## config.mk

```make
export PLATFORM = sky130hd
export DESIGN_NAME = uart_tx_fifo_flat
export DESIGN_NICKNAME = d
export VERILOG_FILES = /design/src/rtl/uart_tx_fifo_if.sv /design/src/rtl/uart_tx_fifo.sv /design/src/flat_wrapper.sv
export SDC_FILE = /design/constraint.sdc
export NUM_CORES = 1
export LEC_CHECK = 0
export CAP_MARGIN = 0
export CORE_MARGIN = 2
export CORE_UTILIZATION = 30
export CTS_BUF_LIST = sky130_fd_sc_hd__clkbuf_4 sky130_fd_sc_hd__clkbuf_8
export DETAILED_ROUTE_END_ITERATION = 7
export GPL_ROUTABILITY_DRIVEN = 0
export GPL_TIMING_DRIVEN = 0
export SETUP_SLACK_MARGIN = 0.4
export SLEW_MARGIN = 20
export SYNTH_ARGS = -nofsm -noshare
export SYNTH_HDL_FRONTEND = slang
export SYNTH_SLANG_ARGS = --single-unit
```

## constraint.sdc

```tcl
create_clock -name clk -period 4.3 [get_ports clk]
set_input_delay 0.43 -clock clk [delete_from_list [all_inputs] [get_ports clk]]
set_output_delay 0.43 -clock clk [all_outputs]
set_load 0.05 [all_outputs]
```

## src/rtl/uart_tx_fifo_if.sv

```systemverilog
// Write-side bus of the FIFO-buffered UART transmitter.
// The master pushes characters and picks the bit rate. The slave (the
// transmitter) reports FIFO status, activity and the serial line.
interface uart_tx_fifo_if #(
    parameter int DATA_BITS  = 8,
    parameter int FIFO_DEPTH = 16
);
    localparam int LW = $clog2(FIFO_DEPTH) + 1;

    logic                 wr_en;
    logic [DATA_BITS-1:0] wr_data;
    logic [15:0]          baud_inc;
    logic                 full;
    logic [LW-1:0]        level;
    logic                 overflow;
    logic                 busy;
    logic                 txd;

    modport master (
        output wr_en, wr_data, baud_inc,
        input  full, level, overflow, busy, txd
    );

    modport slave (
        input  wr_en, wr_data, baud_inc,
        output full, level, overflow, busy, txd
    );
endinterface

```

## src/rtl/uart_tx_fifo.sv

```systemverilog
// UART transmitter with an input FIFO and a 16-bit phase-accumulator baud NCO.
// Frames are sent back-to-back while the FIFO holds data. The next character
// is popped on the same edge as the final stop tick, so no idle bit is inserted.
module uart_tx_fifo #(
    parameter int DATA_BITS  = 8,
    parameter int PARITY     = 0,
    parameter int STOP_BITS  = 1,
    parameter int FIFO_DEPTH = 16,
    parameter int CLK_HZ     = 100_000_000,
    parameter int BAUD       = 115200
) (
    input  logic       clk,
    input  logic       rst_n,
    uart_tx_fifo_if.slave bus
);
    localparam int AW = $clog2(FIFO_DEPTH);
    localparam int LW = AW + 1;
    localparam longint unsigned DEF_INC_L =
        (longint'(BAUD) * 64'd65536) / longint'(CLK_HZ);
    localparam logic [15:0] DEFAULT_INC = 16'(DEF_INC_L);

    typedef enum logic [2:0] {
        S_IDLE,
        S_START,
        S_DATA,
        S_PARITY,
        S_STOP
    } state_t;

    // ---------------- FIFO ----------------
    logic [DATA_BITS-1:0] mem [FIFO_DEPTH];
    logic [AW-1:0]        wr_ptr_q;
    logic [AW-1:0]        rd_ptr_q;
    logic [LW-1:0]        level_q;
    logic                 overflow_q;
    logic                 full;
    logic                 push;
    logic                 pop;
    logic [DATA_BITS-1:0] head;
    logic                 head_parity;

    assign full        = (level_q == LW'(FIFO_DEPTH));
    assign push        = bus.wr_en && !full;
    assign head        = mem[rd_ptr_q];
    // Even parity is the XOR of the data bits; odd parity is its inverse.
    assign head_parity = (^head) ^ (PARITY == 2);

    // Storage array: written on an accepted push, no reset needed.
    always_ff @(posedge clk) begin
        if (push) begin
            mem[wr_ptr_q] <= bus.wr_data;
        end
    end

    // Pointers, occupancy and the overflow pulse. Overflow uses full before any
    // same-cycle pop, so a write into a full FIFO is always dropped.
    always_ff @(posedge clk or negedge rst_n) begin
        if (!rst_n) begin
            wr_ptr_q   <= '0;
            rd_ptr_q   <= '0;
            level_q    <= '0;
            overflow_q <= 1'b0;
        end else begin
            overflow_q <= bus.wr_en && full;
            if (push) begin
                wr_ptr_q <= wr_ptr_q + AW'(1);
            end
            if (pop) begin
                rd_ptr_q <= rd_ptr_q + AW'(1);
            end
            if (push && !pop) begin
                level_q <= level_q + LW'(1);
            end else if (pop && !push) begin
                level_q <= level_q - LW'(1);
            end
        end
    end

    // ---------------- Baud NCO ----------------
    logic [15:0] acc_q;
    logic [15:0] inc_q;
    logic [16:0] acc_sum;
    logic [15:0] inc_sel;
    logic        tick;

    assign acc_sum = {1'b0, acc_q} + {1'b0, inc_q};
    assign tick    = acc_sum[16];
    assign inc_sel = (bus.baud_inc == 16'd0) ? DEFAULT_INC : bus.baud_inc;

    // Accumulator runs freely. Each frame start restarts it from zero with a
    // freshly latched increment, so the first bit period is exact.
    always_ff @(posedge clk or negedge rst_n) begin
        if (!rst_n) begin
            acc_q <= '0;
            inc_q <= DEFAULT_INC;
        end else if (pop) begin
            acc_q <= '0;
            inc_q <= inc_sel;
        end else begin
            acc_q <= acc_sum[15:0];
        end
    end

    // ---------------- Frame state machine ----------------
    state_t               state_q;
    logic [DATA_BITS-1:0] shift_q;
    logic                 parity_q;
    logic [3:0]           cnt_q;
    logic                 txd_q;
    logic                 busy_q;
    logic                 stop_done;

    assign stop_done = (state_q == S_STOP) && tick && (cnt_q == 4'(STOP_BITS - 1));
    assign pop       = (level_q != '0) && ((state_q == S_IDLE) || stop_done);

    // Sequences start/data/parity/stop bits. txd and busy are registered
    // alongside the state so the pad never sees a decode glitch.
    always_ff @(posedge clk or negedge rst_n) begin
        if (!rst_n) begin
            state_q  <= S_IDLE;
            shift_q  <= '0;
            parity_q <= 1'b0;
            cnt_q    <= '0;
            txd_q    <= 1'b1;
            busy_q   <= 1'b0;
        end else if (pop) begin
            state_q  <= S_START;
            shift_q  <= head;
            parity_q <= head_parity;
            cnt_q    <= '0;
            txd_q    <= 1'b0;
            busy_q   <= 1'b1;
        end else begin
            case (state_q)
                S_IDLE: begin
                    txd_q  <= 1'b1;
                    busy_q <= 1'b0;
                end
                S_START: begin
                    if (tick) begin
                        state_q <= S_DATA;
                        txd_q   <= shift_q[0];
                    end
                end
                S_DATA: begin
                    if (tick) begin
                        shift_q <= shift_q >> 1;
                        if (cnt_q == 4'(DATA_BITS - 1)) begin
                            cnt_q <= '0;
                            if (PARITY != 0) begin
                                state_q <= S_PARITY;
                                txd_q   <= parity_q;
                            end else begin
                                state_q <= S_STOP;
                                txd_q   <= 1'b1;
                            end
                        end else begin
                            cnt_q <= cnt_q + 4'd1;
                            txd_q <= shift_q[1];
                        end
                    end
                end
                S_PARITY: begin
                    if (tick) begin
                        state_q <= S_STOP;
                        txd_q   <= 1'b1;
                        cnt_q   <= '0;
                    end
                end
                S_STOP: begin
                    if (tick) begin
                        if (cnt_q == 4'(STOP_BITS - 1)) begin
                            state_q <= S_IDLE;
                            busy_q  <= 1'b0;
                            txd_q   <= 1'b1;
                        end else begin
                            cnt_q <= cnt_q + 4'd1;
                        end
                    end
                end
                default: begin
                    state_q <= S_IDLE;
                    txd_q   <= 1'b1;
                    busy_q  <= 1'b0;
                end
            endcase
        end
    end

    assign bus.full     = full;
    assign bus.level    = level_q;
    assign bus.overflow = overflow_q;
    assign bus.busy     = busy_q;
    assign bus.txd      = txd_q;
endmodule

```

## src/flat_wrapper.sv

```systemverilog
// flat-port wrapper written by rule: the top's interface ports become plain ports
module uart_tx_fifo_flat 
#(
    parameter int DATA_BITS  = 8,
    parameter int PARITY     = 0,
    parameter int STOP_BITS  = 1,
    parameter int FIFO_DEPTH = 16,
    parameter int CLK_HZ     = 100_000_000,
    parameter int BAUD       = 115200
)
  (clk, rst_n, bus_wr_en, bus_wr_data, bus_baud_inc, bus_full, bus_level, bus_overflow, bus_busy, bus_txd);
  uart_tx_fifo_if #(.DATA_BITS(DATA_BITS), .FIFO_DEPTH(FIFO_DEPTH)) bus_i ();
  input  logic clk;
  input  logic rst_n;
  input wire logic [$bits(bus_i.wr_en)-1:0] bus_wr_en;
  input wire logic [$bits(bus_i.wr_data)-1:0] bus_wr_data;
  input wire logic [$bits(bus_i.baud_inc)-1:0] bus_baud_inc;
  output wire logic [$bits(bus_i.full)-1:0] bus_full;
  output wire logic [$bits(bus_i.level)-1:0] bus_level;
  output wire logic [$bits(bus_i.overflow)-1:0] bus_overflow;
  output wire logic [$bits(bus_i.busy)-1:0] bus_busy;
  output wire logic [$bits(bus_i.txd)-1:0] bus_txd;
  assign bus_i.wr_en = bus_wr_en;
  assign bus_i.wr_data = bus_wr_data;
  assign bus_i.baud_inc = bus_baud_inc;
  assign bus_full = bus_i.full;
  assign bus_level = bus_i.level;
  assign bus_overflow = bus_i.overflow;
  assign bus_busy = bus_i.busy;
  assign bus_txd = bus_i.txd;
  uart_tx_fifo #(.DATA_BITS(DATA_BITS), .PARITY(PARITY), .STOP_BITS(STOP_BITS), .FIFO_DEPTH(FIFO_DEPTH), .CLK_HZ(CLK_HZ), .BAUD(BAUD)) u_core (.clk(clk), .rst_n(rst_n), .bus(bus_i));
endmodule
```

# Word level (Yosys, flattened, before mapping)
# Memories as Yosys holds them, arrays and structs flattened.
# Cells that the tools add are included.
[totals] register_bits=63 mem_bits_rw=128 in_bits=27 out_inout_bits=9 wordCells=94 n_memories=1
[op_classes] n_addsub=6 eq_ne=15 mux=36 reduce_logical=25
[memory_table] name="u_core.mem" words=16 word_bits=8 read_ports=1 rd_ports_with_merged_regs=0 wr=1 line="uart_tx_fifo.sv:31" source="logic [DATA_BITS-1:0] mem [FIFO_DEPTH];"
[op_table] op="two-way mux 16 bit" n=2
[op_table] op="two-way mux 4 bit" n=6
[op_table] op="two-way mux 8 bit" n=3
[op_table] op="two-way mux 3 bit" n=7
[op_table] op="adder 16 x 16 -> 17 bit" n=1
[op_table] op="zero test 16 bit" n=1
[op_table] op="inequality test 3 x 1 -> 1 bit, second input constant" n=5
[op_table] op="case mux 3 bit (5 select lines)" n=1
[op_table] op="adder 4 x 1 -> 4 bit, second input constant" n=3
[op_table] op="two-way mux 1 bit" n=12
[op_table] op="case mux 4 bit (3 select lines)" n=1
[op_table] op="two-way mux 5 bit" n=2
[op_table] op="AND reduction 5 bit" n=2
[op_table] op="logical AND 1 bit" n=7
[op_table] op="AND reduction 7 bit" n=1
[op_table] op="equality test 3 x 2 -> 1 bit, second input constant" n=2
[op_table] op="inequality test 3 x 2 -> 1 bit, second input constant" n=2
[op_table] op="nonzero test 2 bit" n=3
[op_table] op="adder 5 x 1 -> 5 bit, second input constant" n=1
[op_table] op="equality test 5 bit, second input constant" n=1
[op_table] op="nonzero test 5 bit" n=1
[op_table] op="subtractor 5 x 1 -> 5 bit, second input constant" n=1
[op_table] op="equality test 4 x 3 -> 1 bit, second input constant" n=1
[op_table] op="zero test 4 bit" n=1
[op_table] op="12 further kinds" n=15

# Depth between registers and ports, before layout
[depth] depth_word=8 depth_mapped=18 ltp_nobuf=17

# Worst setup path after synthesis
# Ideal clock, no wire load.
[synth_path] kind="register -> register" from="reg u_core.inc_q[0]" to="reg u_core.level_q[4], in the netlist u_core.bus.level[4]" setup_ns=0.148 arrival_ns=3.405 required_time_ns=4.152 setup_slack_ns=0.747 stages_incl_launch_ff=19 path_buffers=1 synth_period_minus_slack_ns=3.553 cell_sequence="dfstp_2 -> ha_1 -> inv_1 -> fa_1 -> nand2b_1 -> a21oi_1 -> o21a_2 -> o21ai_4 -> nand2_4 -> inv_4 -> buf_6 -> ha_1 -> inv_1 -> ha_1 -> a21o_1 -> a21oi_1 -> xnor2_1 -> nor2_1 -> xor2_1"
[synth_between] elab_chain_cells=8 elab_cells_between_ends=10 cone_classes="add/sub (1); mux (1); reduce/logical (8)"
[synth_lines] item="start, declared" line="uart_tx_fifo.sv:81" source="logic [15:0] inc_q;"
[synth_lines] item="start signal, assigned" line="uart_tx_fifo.sv:98" source="inc_q <= inc_sel;"
[synth_lines] item="adder 16 x 16 -> 17 bit (*)" line="uart_tx_fifo.sv:86" source="assign acc_sum = {1'b0, acc_q} + {1'b0, inc_q};"
[synth_lines] item="logical AND 1 bit (*) (2 in series)" line="uart_tx_fifo.sv:113" source="assign stop_done = (state_q == S_STOP) && tick && (cnt_q == 4'(STOP_BITS - 1));"
[synth_lines] item="logical OR 1 bit (*)" line="uart_tx_fifo.sv:114" source="assign pop = (level_q != '0) && ((state_q == S_IDLE) || stop_done);"
[synth_lines] item="logical AND 1 bit (*)" line="uart_tx_fifo.sv:114"
[synth_lines] item="zero test 1 bit" line="uart_tx_fifo.sv:71" source="if (push && !pop) begin"
[synth_lines] item="logical AND 1 bit" line="uart_tx_fifo.sv:71"
[synth_lines] item="two-way mux 5 bit / nonzero test 2 bit (equally long branches)"
[synth_lines] item="end signal, assigned" line="uart_tx_fifo.sv:72" source="level_q <= level_q + LW'(1);"
[synth_lines] item="end signal, assigned" line="uart_tx_fifo.sv:74" source="level_q <= level_q - LW'(1);"
[synth_lines] item="end, declared" line="uart_tx_fifo.sv:34" source="logic [LW-1:0] level_q;"
# Every way passes the cells marked *; elsewhere a longest branch is shown, timed or not.
# A chain may end at the register's enable or synchronous reset.

# Final worst setup path
[layout_path] from="reg u_core.inc_q[11]" to="reg u_core.level_q[4], in the netlist u_core.bus.level[4]"
# Same word-level chain as after synthesis.

==> results by group <==
Synth
  – Sequential-to-total area share from yosys stat: 0.622
  – Synthesized area: just under 9000 um^2
  – Async SR Flop Fraction: 0.330
  – Commonest cells post-synth: edfxtp_1, dfrtp_1, nor2_1, mux4_2, ha_1
  – Top FF cell, synth: edfxtp_1
  – Yosys top cell area share: 0.440
  – Cell with the most instances after synthesis: edfxtp_1
  – Avg Inst Size Synth: roughly 15 um^2
  – Syn nets: roughly 640
  – Synth cell types: 66
  – Yosys warnings: 0
  – Most area-hungry cell type in the Yosys netlist: edfxtp_1
  – Flops & latches, synth: 191
  – Synth area leaders: edfxtp_1, dfrtp_1, mux4_2
  – Mapped Cells: 579
  – EDFF count, synth: roughly 130

STA
  – Min Tclk post-route: roughly 3.7 ns
  – Period utilization: 0.859
  – Actual slew at the worst max-slew pin: approximately 1 ns
  – RSZ-0062 raised after global routing: no
  – Hold Fails Final Rpt: 0
  – Endpoints failing setup: 0
  – Fin. max-slew vios: 0
  – Setup Total Neg Slack: 0 ns
  – Max_slew headroom: 0.338
  – Fmax: around 270 MHz
  – Clock skew: roughly 0.019 ns
  – PnR worst setup slack: 0.608 ns

Worst setup path
  – Startpoint type of the worst setup path: register
  – Crit Path Category: reg2reg
  – WP data arrival: approximately 4.1 ns
  – R2R setup slack: slightly above 0.6 ns
  – Worst Path Required: roughly 4.7 ns
  – RR Startpoint: u_core.inc_q[11]
  – Worst Path Max Fanout: 10
  – Endpoint class of the critical path: register
  – Setup crit start: u_core.inc_q[11]

Clock network
  – Clock Tree Root: clkbuf_8
  – Bufs on Longest Clock Path: 2
  – CTS tree: built
  – Clock Sinks: ~190
  – TritonCTS buffer count: 17
  – Clk Latency, worst-skew pair: 0.48 ns
  – CTS H-tree lvls: 4
  – Clock-pin slew on the worst setup and hold paths: about 0.1 ns

Finish
  – Layout cells sized above 1: 0.207
  – Non-Filler Instances: a little over 1000
  – Filler Cell Count: about 2800
  – Syn-to-layout area delta: 15.2%
  – Post-layout nets: 695
  – Antenna fix cells: 0

Routing
  – Initial DRC count: about 300
  – Vias per Instance: ~4.7
  – Wirelength, routed: between 15 and 20 mm
  – Routed len/inst: around 17 um
  – Via Count: roughly 4900
  – Residual DRC: 0
  – TritonRoute pass-1 iters: 4
  – DRT antenna net count: 0

Die
  – Die ar.: between 30000 and 40000 um^2
  – Initial Util: 0.304
  – Die Y: ~170 um
  – Die width: between 150 and 200 um
  – Core area: approximately 29000 um^2
  – Io pins: 36
  – Placement Rows: between 60 and 70

Hold path
  – Min-Delay Path Class: in2async

Job
  – Max-cap violations: 0

Global route
  – Met3 Resource Use GR: 0.0292
  – First-pass GRT wire length: 28.5 mm
  – Total congestion overflow: 0
  – Pin count of the biggest net entering global routing: 47
  – GRT Overall Usage: 0.122
  – Met2 usage: 0.199
  – Vias in the first global route: 5012
  – GRT met1 Usage: 0.167
  – Antenna violations before repair: 0
  – GRT busiest layer: met2

Placement
  – I/O Buffers: 35
  – Detail Placement HPWL: about 12 mm
  – Setup WS pre-CTS: 0.326 ns
  – Cell count after placement: ~1000

Power
  – Total chip power: 7.72 mW
  – Pwr per Cell Area: between 700 and 800 nW/um^2
  – Worst ir drop on vdd: between 0.0004 and 0.0005 V
  – Leakage Power: between 3 and 4 nW

Status
  – Status: finished, final reports clean
## flip-flops by register name (all words and copies together), names as in the netlist
signal	count
u_core.state_q	3
u_core.inc_q	16
u_core.wr_ptr_q	4
u_core.bus.txd	1
u_core.shift_q	8
u_core.bus.level	5
u_core.cnt_q	4
u_core.bus.busy	1
u_core.mem	128
u_core.bus.overflow	1
u_core.acc_q	16
u_core.rd_ptr_q	4
## cell usage in the layout (no fill, tap or decap), types with 6 or more instances in the layout
master,Yosys,layout
edfxtp_1,128,128
dfrtp_1,58,58
nor2_1,42,42
clkdlybuf4s50_1,0,34
mux4_2,33,33
ha_1,27,27
nand2_1,26,26
inv_1,21,20
o21ai_0,19,19
a21oi_1,19,18
clkbuf_8,0,17
nor3_1,17,13
clkbuf_1,12,12
xnor2_1,12,12
mux2_4,12,12
mux2_2,10,10
xor2_1,9,9
mux2i_1,9,9
a21o_1,8,8
and3_1,8,8
a221oi_2,6,6
## timing repair
item / 4_1_cts / 5_1_grt
hold buffers: 1 / 0
gates cloned: 0 / 0
setup endpoints to repair: 1 / 1
resized for setup: 2 / 1
hold endpoints to repair: 16 / 0
pin swaps: 1 / 2
setup buffers: 0 / 4
## worst max-delay path, cell delays in order, from the launching register on
cell	delay (ns)
dfrtp_1	0.41
ha_1	0.41
a21oi_1	0.22
o21ai_1	0.10
a221o_2	0.43
o21ai_4	0.27
nand2_4	0.11
inv_4	0.08
buf_6	0.16
ha_1	0.21
inv_2	0.08
fa_1	0.41
a21o_1	0.18
a21oi_1	0.17
xnor2_1	0.14
nor2_1	0.06
xor2_1	0.15
## routing by layer
layer | vias to the layer above | share of wire | wire [um]
met2 | 75 | 0.48 | 8530
met1 | 2443 | 0.47 | 8460
met5 | - | 0 | 0
met3 | 11 | 0.038 | 678
met4 | 0 | 0.0083 | 148
li1 | 2342 | - | -
## path summary, 6_finish.rpt
path,endpoint,cells past startpoint
max,u_core.bus.level[4],16
min,u_core.inc_q[14],2
max reg2reg,u_core.bus.level[4],16
min reg2reg,u_core.inc_q[9],1
max in group asynchronous,u_core.bus.txd,3
min in group clk,u_core.inc_q[9],1
## cells by family after synthesis
kind of cell    after synthesis  share of synthesized area
mux                          64                      0.129
buf+inv                      46                     0.0261
simple gates                134                     0.0775
fa+ha+maj                    29                     0.0433
xor+xnor                     21                     0.0211
flops                       191                      0.622
compound gates               94                     0.0814
## where the power goes
part / switching [mW] / internal [mW] / total [mW]
combinational: 2.13 / 1.75 / 3.88
clock: 0.701 / 0.496 / 1.20
sequential: 0.215 / 2.42 / 2.64
## stage by stage
step / util / hold slack [ns] / instance area [um^2]
after detailed placement: 0.335 / 0.327 / 9610
after floorplan: - / 0.134 / 8730
after global placement: 0.333 / 0.499 / 9560
after CTS: 0.349 / 0.333 / 10000
final: 0.350 / 0.366 / 10100
after global routing: 0.350 / 0.353 / 10100
## final cells by class
cell class	count	area [um^2]	area share
inverter	22	85.1	0.00846
timing repair buffer	41	415	0.0413
clock buffer	18	241	0.0240
buffer	24	143	0.0142
tap	384	480	0.0478
clock inverter	14	160	0.0159
sequential	191	5430	0.540
multi-input combinational	342	3110	0.309
Note: power is estimated with default switching activity, not from simulation.
